[config.mk]
export PLATFORM = sky130hd
export DESIGN_NAME = mp3_frame_packer
export DESIGN_NICKNAME = d
export VERILOG_FILES = /design/src/rtl/mp3_frame_packer.sv
export SDC_FILE = /design/constraint.sdc
export NUM_CORES = 1
export LEC_CHECK = 0
export ABC_AREA = 1
export CAP_MARGIN = 20
export CORE_ASPECT_RATIO = 0.7
export CORE_MARGIN = 4
export CORE_UTILIZATION = 45
export DETAILED_ROUTE_END_ITERATION = 10
export PLACE_DENSITY = 0.75
export SLEW_MARGIN = 10
export SYNTH_ARGS = -nofsm -noshare
export SYNTH_HDL_FRONTEND = slang
export SYNTH_SLANG_ARGS = --single-unit
[constraint.sdc]
create_clock -name clk -period 5.48 [get_ports clk]
set_clock_uncertainty 0.05 [all_clocks]
set_input_delay 1.096 -clock clk [delete_from_list [all_inputs] [get_ports clk]]
set_output_delay 1.096 -clock clk [all_outputs]
set_load 0.1 [all_outputs]
[src/rtl/mp3_frame_packer.sv]
// MPEG-1 Layer III (44.1 kHz) frame packer: emits a 4-byte header then frame_size-4 payload bytes.
// Optional zero-fill flush port is enabled by defining MP3_PACKER_ZERO_FILL_EN.
module mp3_frame_packer #(
    parameter bit PRIV_BIT      = 1'b0,
    parameter bit COPYRIGHT_BIT = 1'b0,
    parameter bit ORIGINAL_BIT  = 1'b1
) (
    input  logic        clk,
    input  logic        rst,
`ifdef MP3_PACKER_ZERO_FILL_EN
    input  logic        flush,
`endif
    input  logic        start,
    input  logic [3:0]  bitrate_idx,
    input  logic        padding,
    input  logic        prot,
    input  logic [1:0]  mode,
    input  logic [1:0]  mode_ext,
    input  logic [1:0]  emphasis,
    input  logic [7:0]  s_data,
    input  logic        s_valid,
    output logic        s_ready,
    output logic [7:0]  m_data,
    output logic        m_valid,
    input  logic        m_ready,
    output logic        m_last,
    output logic        busy,
    output logic [10:0] frame_size,
    output logic        err
);

    typedef enum logic [1:0] {IDLE, HDR, PAYLOAD} state_t;

    state_t      state;
    logic [3:0]  idx_q;
    logic        pad_q;
    logic        prot_q;
    logic [1:0]  mode_q;
    logic [1:0]  mode_ext_q;
    logic [1:0]  emph_q;
    logic [10:0] cnt;          // frame index of the next byte to load
    logic        last_loaded;
    logic [10:0] lut_size;
    logic        legal;
    logic        can_load;
    logic        flush_act;
    logic [7:0]  hdr_byte;

    always_comb begin
        lut_size = '0;
        case (bitrate_idx)
            4'd1:    lut_size = 11'd104;
            4'd2:    lut_size = 11'd130;
            4'd3:    lut_size = 11'd156;
            4'd4:    lut_size = 11'd182;
            4'd5:    lut_size = 11'd208;
            4'd6:    lut_size = 11'd261;
            4'd7:    lut_size = 11'd313;
            4'd8:    lut_size = 11'd365;
            4'd9:    lut_size = 11'd417;
            4'd10:   lut_size = 11'd522;
            4'd11:   lut_size = 11'd626;
            4'd12:   lut_size = 11'd731;
            4'd13:   lut_size = 11'd835;
            4'd14:   lut_size = 11'd1044;
            default: lut_size = '0;
        endcase
    end

    always_comb begin
        hdr_byte = 8'hFF;
        case (cnt[1:0])
            2'd1:    hdr_byte = {4'b1111, 1'b1, 2'b01, prot_q};
            2'd2:    hdr_byte = {idx_q, 2'b00, pad_q, PRIV_BIT};
            2'd3:    hdr_byte = {mode_q, mode_ext_q, COPYRIGHT_BIT, ORIGINAL_BIT, emph_q};
            default: hdr_byte = 8'hFF;
        endcase
    end

`ifdef MP3_PACKER_ZERO_FILL_EN
    logic flush_q;
    // Live flush takes effect in the same cycle; the latch keeps it until frame end.
    assign flush_act = (state == PAYLOAD) && (flush_q || flush);
`else
    assign flush_act = 1'b0;
`endif

    assign legal    = (bitrate_idx != 4'd0) && (bitrate_idx != 4'd15);
    assign can_load = !m_valid || m_ready;
    assign s_ready  = (state == PAYLOAD) && can_load && !last_loaded && !flush_act;

    always_ff @(posedge clk) begin
        if (rst) begin
            state       <= IDLE;
            idx_q       <= '0;
            pad_q       <= 1'b0;
            prot_q      <= 1'b0;
            mode_q      <= '0;
            mode_ext_q  <= '0;
            emph_q      <= '0;
            cnt         <= '0;
            last_loaded <= 1'b0;
            m_data      <= '0;
            m_valid     <= 1'b0;
            m_last      <= 1'b0;
            busy        <= 1'b0;
            frame_size  <= '0;
            err         <= 1'b0;
`ifdef MP3_PACKER_ZERO_FILL_EN
            flush_q     <= 1'b0;
`endif
        end else begin
            err <= 1'b0;
            if (m_valid && m_ready) begin
                m_valid <= 1'b0;
                m_last  <= 1'b0;
            end
            case (state)
                IDLE: begin
                    if (start) begin
                        if (legal) begin
                            idx_q       <= bitrate_idx;
                            pad_q       <= padding;
                            prot_q      <= prot;
                            mode_q      <= mode;
                            mode_ext_q  <= mode_ext;
                            emph_q      <= emphasis;
                            frame_size  <= lut_size + {10'd0, padding};
                            busy        <= 1'b1;
                            m_data      <= 8'hFF;
                            m_valid     <= 1'b1;
                            m_last      <= 1'b0;
                            cnt         <= 11'd1;
                            last_loaded <= 1'b0;
`ifdef MP3_PACKER_ZERO_FILL_EN
                            flush_q     <= 1'b0;
`endif
                            state       <= HDR;
                        end else begin
                            err <= 1'b1;
                        end
                    end
                end
                HDR: begin
                    if (can_load) begin
                        m_data  <= hdr_byte;
                        m_valid <= 1'b1;
                        cnt     <= cnt + 11'd1;
                        if (cnt == 11'd3) state <= PAYLOAD;
                    end
                end
                PAYLOAD: begin
`ifdef MP3_PACKER_ZERO_FILL_EN
                    flush_q <= flush_q | flush;
`endif
                    if (m_valid && m_ready && m_last) begin
                        state <= IDLE;
                        busy  <= 1'b0;
                    end else if (can_load && !last_loaded && (flush_act || s_valid)) begin
                        m_data  <= flush_act ? 8'h00 : s_data;
                        m_valid <= 1'b1;
                        // Counter parks on the final index instead of stepping past it.
                        if (cnt == frame_size - 11'd1) begin
                            m_last      <= 1'b1;
                            last_loaded <= 1'b1;
                        end else begin
                            cnt <= cnt + 11'd1;
                        end
                    end
                end
                default: state <= IDLE;
            endcase
        end
    end

endmodule

### Word-level counts from Yosys, hierarchy flattened

Memory sizes are Yosys's and may differ from the RTL's.
Cells that the tools add are included.

| storage, ports and cells | value |
|---|---|
| register bits | 49 |
| latch bits | 0 |
| memory bits (writable) | 0 |
| ROM bits | 176 |
| input port bits | 25 |
| word-level logic and storage cells | 104 |
| memories kept | 1 |

Memories:

| memory | words | bits a word | read ports | clocked after Yosys merged registers in | wr ports | RTL line | source |
|---|---|---|---|---|---|---|---|
| (name not given) | 16 | 11 | 1 | 0 | 0 | 51 | `case (bitrate_idx)` |

| cells by class | value |
|---|---|
| $add $sub $neg | 3 |
| $mul | 0 |
| divide/modulo/power cells | 0 |
| $lt $le $gt $ge | 0 |
| equality and inequality tests | 17 |
| shifts and indexed selects | 0 |
| muxes and demuxes | 45 |
| bitwise operators | 2 |
| reductions and logical operators | 21 |

Operators by type and width:

| operator | count |
|---|---|
| $mux W11 | 6 |
| $pmux W8 S3 | 2 |
| $mux W8 | 5 |
| $pmux W11 S3 | 1 |
| $mux W1 | 21 |
| $ne A2 B2 Y1 const B | 6 |
| $reduce_and A6 Y1 | 2 |
| $add A11 B1 Y11 | 1 |
| $add A11 B1 Y11 const B | 1 |
| $eq A11 B11 Y1 | 1 |
| $eq A11 B2 Y1 const B | 1 |
| $sub A11 B1 Y11 const B | 1 |
| $mux W2 | 5 |
| $logic_and A1 B1 Y1 | 7 |
| $reduce_and A7 Y1 | 1 |
| $eq A2 B2 Y1 const B | 3 |
| $ne A2 B1 Y1 const B | 3 |
| $pmux W1 S2 | 3 |
| $pmux W2 S3 | 1 |
| $reduce_and A5 Y1 | 1 |
| $eq A2 B1 Y1 const B | 2 |
| $ne A4 B4 Y1 const B | 1 |
| $reduce_and A4 Y1 | 1 |
| $reduce_bool A4 Y1 | 1 |
| 9 further kinds | 11 |

### Depth between registers and ports, before layout

| depth | value |
|---|---|
| word-level depth | 7 |
| gate-level depth with buffers | 16 |

### Worst setup path before layout

OpenSTA, ideal clock, no wires.

| timing | value |
|---|---|
| path kind | input -> output |
| start point | input m_ready |
| end point | output s_ready |
| arrival | 3.169 ns |
| data required time | 4.334 ns |
| slack | 1.165 ns |
| cell stages on the path | 2 |
| path through | nor2_2 nor3_1 |

| on the way | value |
|---|---|
| longest elaborated chain between the ends | 3 |

RTL lines:

| element | RTL line | source |
|---|---|---|
| start, declared | 25 | `input logic m_ready,` |
| $logic_or A1 B1 Y1 | 89 | `assign can_load = !m_valid \|\| m_ready;` |
| $logic_and A1 B1 Y1 (2 in a row) | 90 | `assign s_ready = (state == PAYLOAD) && can_load && !last_loaded && !flush_act;` |
| end, declared | 22 | `output logic s_ready,` |

Every way passes these cells.

### Worst setup path after layout

Ends and elaborated chain as after synthesis.

==> impl_results.md <==
- Floorplan die height: about 81 um
- Number of synthesized register bits: 49
- Worst r2r path cells: 13
- Post-CTS setup-driven buffer insertion count: 0
- Category of the worst setup path capture point: primary output
- Required time of the critical path: between 4 and 5 ns
- Internal Dissipation: around 890 uW
- Maximum vdd drop: ~420 uV
- Synthesized instance count: a little over 500
- Half-perimeter wire length of the detailed placement result: 6470 um
- Mapped Area: 3400 sq um
- DRC violations left: 0
- Result of the run: finished, final reports clean
- Insertion delay to the later sink of the worst-skew pair: between 0.3 and 0.4 ns
- Total of warnings raised by yosys: 0
- Initial antenna violation count: 0
- Total I/O pin count: 49
- Switch share: 0.556
- Endpoint of the worst setup timing path: s_ready
- Number of input and output port buffers inserted: 48
- Share of synthesized area occupied by flip-flops and latches: 0.289
- Count of antenna-violating nets left after detailed routing: 0
- DRT Pass-1 Iters: 4
- Synth Area per Inst: 6.59 sq um
- Count of instances resized after the clock tree is built: 0
- Area grow syn2layout: 17.6%
- Via Count: 3385
- PnR worst setup slack: 1.37 ns
- Arr. time, crit path: 2.96 ns
- Initial core utilization: 0.464
- Worst min-delay path category: flop to flop
- Die Outline Area: approximately 9000 sq um
- Share of synthesized cell area in full adder, half adder and majority cells: 0.0663
- RSZ-0062 raised after global routing: no
- Areal power density over the cells: around 500 nW/um^2
- Final WL: ~8500 um
- Flop pwr share: 0.264
- Number of sinks handled by clock tree synthesis: ~50
- Diode count: 0
- Xor/xnor share of the synthesized area: 0.0464
- Switching power of the nets: 1.12 mW
- Layout cells sized above 1: 0.0598
- CTS max path bufs: 2
- Most instantiated flip-flop cell in the synthesis netlist: sky130_fd_sc_hd__dfxtp_1
- Synth Area in Simple Gates: 0.323
- Post-synthesis async set-or-reset flop share: 0
- Fmax achieved: roughly 240 MHz
- Root cell of the clock tree: sky130_fd_sc_hd__clkbuf_8
- Vias in the first global route: slightly above 3000
- Origin of the worst setup path: m_ready
- Number of placement rows: 26
- Count of non-filler cells in the finished layout: 650
- Multiplexer area fraction after synthesis: 0
- CTS tree: built
- GRT Resource Usage Total: 0.191
- Post-placement cell count: 642
- Post-placement setup slack: about 1.4 ns
- Number of setup violations in the final report: 0
- Grt ovf: 0
- Hold violation total from the final report: 0
- Total CTS buffers: 5
- FF-to-FF Start: frame_size[0]
- Max Cap Violations: 0
- Setup slack, reg-to-reg: 3.16 ns
- Leakage power of the design: between 1.5 and 2 nW
- Max_slew headroom: 0.341
- Pin count of the biggest net entering global routing: 31
- End of the worst register-to-register path: cnt[1]
- Final RePlAce weighted congestion: roughly 0.94
- Std-Cell Core Area: ~7300 sq um
- Vias/cell: 5.21
- Fraction of the cycle the final worst path needs: 0.749
- Post-synth EDFFs: 0
- Clock Power Share: 0.118
- Net count after synthesis: 559
- Combinational group share of total power: 0.618
- Slew at the pin closest to its max-slew limit: 0.986 ns
- Largest family of logic cells by synthesized area: simple AND/OR/NAND/NOR gates
- Category of the critical setup timing path: input port to primary output
- Hold-fix buffers, CTS: 0
- Core Util, Final: 0.546
- Final Net Count: just under 600
- Element type at the critical path start: input port
- Die boundary width: around 110 um
- Final routed wire length divided by cell count: 13.2 um
- Distinct cell type count of the synthesized netlist: 39
- Final Slew Violations: 0
- Setup TNS Final: 0 ns
- Initial DRC count: 158
- Crit-path max FO: 4
- Number of levels the H-tree was split into: 2
- Final period demand of the worst path: ~4.1 ns
- Clock transition time at the flip-flop clock pins of the worst setup and hold paths: about 0.09 ns
- Global-route wire length before repair: 14300 um
- Area fraction in compound gates after synthesis: 0.176
sequential cells by signal (all words and copies together), names as in the netlist, 2 cells and up:
| register | count |
|---|---|
| mode_ext_q | 2 |
| state | 2 |
| mode_q | 2 |
| idx_q | 4 |
| frame_size | 11 |
| cnt | 11 |
| emph_q | 2 |
| m_data | 8 |
logic make-up (layout without fill, tap and decap cells):
logic type	count (synthesis)	after routing
AND/OR/NAND/NOR	245	245
AO/OA/AOI/OAI	104	104
buffers and inverters	82	118
flip-flops	49	49
adder cells (fa/ha/maj)	18	18
XOR/XNOR	18	18
placed cells by master (no fill, tap or decap), types with 4 or more instances in the layout:
cell type | netlist | final
sky130_fd_sc_hd__xnor2_1 | 7 | 7
sky130_fd_sc_hd__xor2_1 | 11 | 11
sky130_fd_sc_hd__inv_2 | 4 | 4
sky130_fd_sc_hd__nand2_1 | 113 | 113
sky130_fd_sc_hd__inv_1 | 56 | 56
sky130_fd_sc_hd__a21oi_1 | 43 | 43
sky130_fd_sc_hd__ha_1 | 18 | 18
sky130_fd_sc_hd__nand3_1 | 46 | 46
sky130_fd_sc_hd__nand2_2 | 4 | 4
sky130_fd_sc_hd__nor2_1 | 54 | 54
sky130_fd_sc_hd__clkdlybuf4s50_1 | 0 | 48
sky130_fd_sc_hd__nor3_1 | 6 | 6
sky130_fd_sc_hd__o211a_1 | 5 | 5
sky130_fd_sc_hd__dfxtp_1 | 49 | 49
sky130_fd_sc_hd__o21ai_0 | 39 | 39
sky130_fd_sc_hd__clkbuf_8 | 0 | 6
metal layers:
| layer | share of wire | wire length [um] | global-route usage |
|---|---|---|---|
| met5 | 0 | 0 | 0 |
| met4 | 0.0067 | 57 | 0.0340 |
| met3 | 0.061 | 524 | 0.0407 |
| met2 | 0.41 | 3530 | 0.300 |
| met1 | 0.52 | 4440 | 0.272 |
cells in the mapped netlist, types with 4 or more instances:
cell                         n  share of area
sky130_fd_sc_hd__nand3_1    46          0.068
sky130_fd_sc_hd__nor3_1      6         0.0088
sky130_fd_sc_hd__nand2_2     4         0.0074
sky130_fd_sc_hd__nand2_1   113           0.12
sky130_fd_sc_hd__a21oi_1    43          0.063
sky130_fd_sc_hd__inv_2       4         0.0044
sky130_fd_sc_hd__nor2_1     54          0.060
sky130_fd_sc_hd__o21ai_0    39          0.057
sky130_fd_sc_hd__clkbuf_1   11          0.012
sky130_fd_sc_hd__o211a_1     5          0.015
sky130_fd_sc_hd__xnor2_1     7          0.018
sky130_fd_sc_hd__ha_1       18          0.066
sky130_fd_sc_hd__inv_1      56          0.062
sky130_fd_sc_hd__xor2_1     11          0.028
sky130_fd_sc_hd__buf_2       5         0.0074
sky130_fd_sc_hd__dfxtp_1    49           0.29
power groups by stage:
stage / Clock, mW / Sequential [mW] / Combinational (mW)
global placement: 0 / 0.533 / 1.21
detailed placement: 0 / 0.534 / 1.23
CTS: 0.241 / 0.528 / 1.23
floorplan: 0 / 0.905 / 0.604
global route: 0.261 / 0.544 / 1.34
finish: 0.237 / 0.529 / 1.24
worst max-delay path, stage by stage:
cell	delay (ns)
sky130_fd_sc_hd__clkdlybuf4s50_1	0.50
sky130_fd_sc_hd__nor2_2	0.07
sky130_fd_sc_hd__nor3_1	0.14
sky130_fd_sc_hd__clkdlybuf4s50_1	1.16
layout make-up:
cell class / count / area (sq um)
tap: 98 / 123
clock buffer: 6 / 82.6
multi-input combinational: 385 / 2080
clock inverter: 2 / 17.5
sequential: 49 / 981
inverter: 61 / 229
fill: 745 / 3320
timing repair buffer: 49 / 488
metrics by stage:
step	hold WS, ns	power [mW]	area, sq um
after CTS	0.437	2.00	4000
after floorplan	0.397	1.51	3400
after global routing	0.458	2.15	4000
final	0.435	2.00	4000
after global placement	0.413	1.74	3900
after detailed placement	0.422	1.76	3900
how the worst min path moves through the flow:
stage	endpoint	cells after the start	from
after global routing	last_loaded	2	last_loaded
after CTS	last_loaded	2	last_loaded
after global placement	last_loaded	2	last_loaded
final	last_loaded	2	last_loaded
after floorplan	last_loaded	2	last_loaded
after detailed placement	last_loaded	2	last_loaded
(Power assumes the default switching activity.)
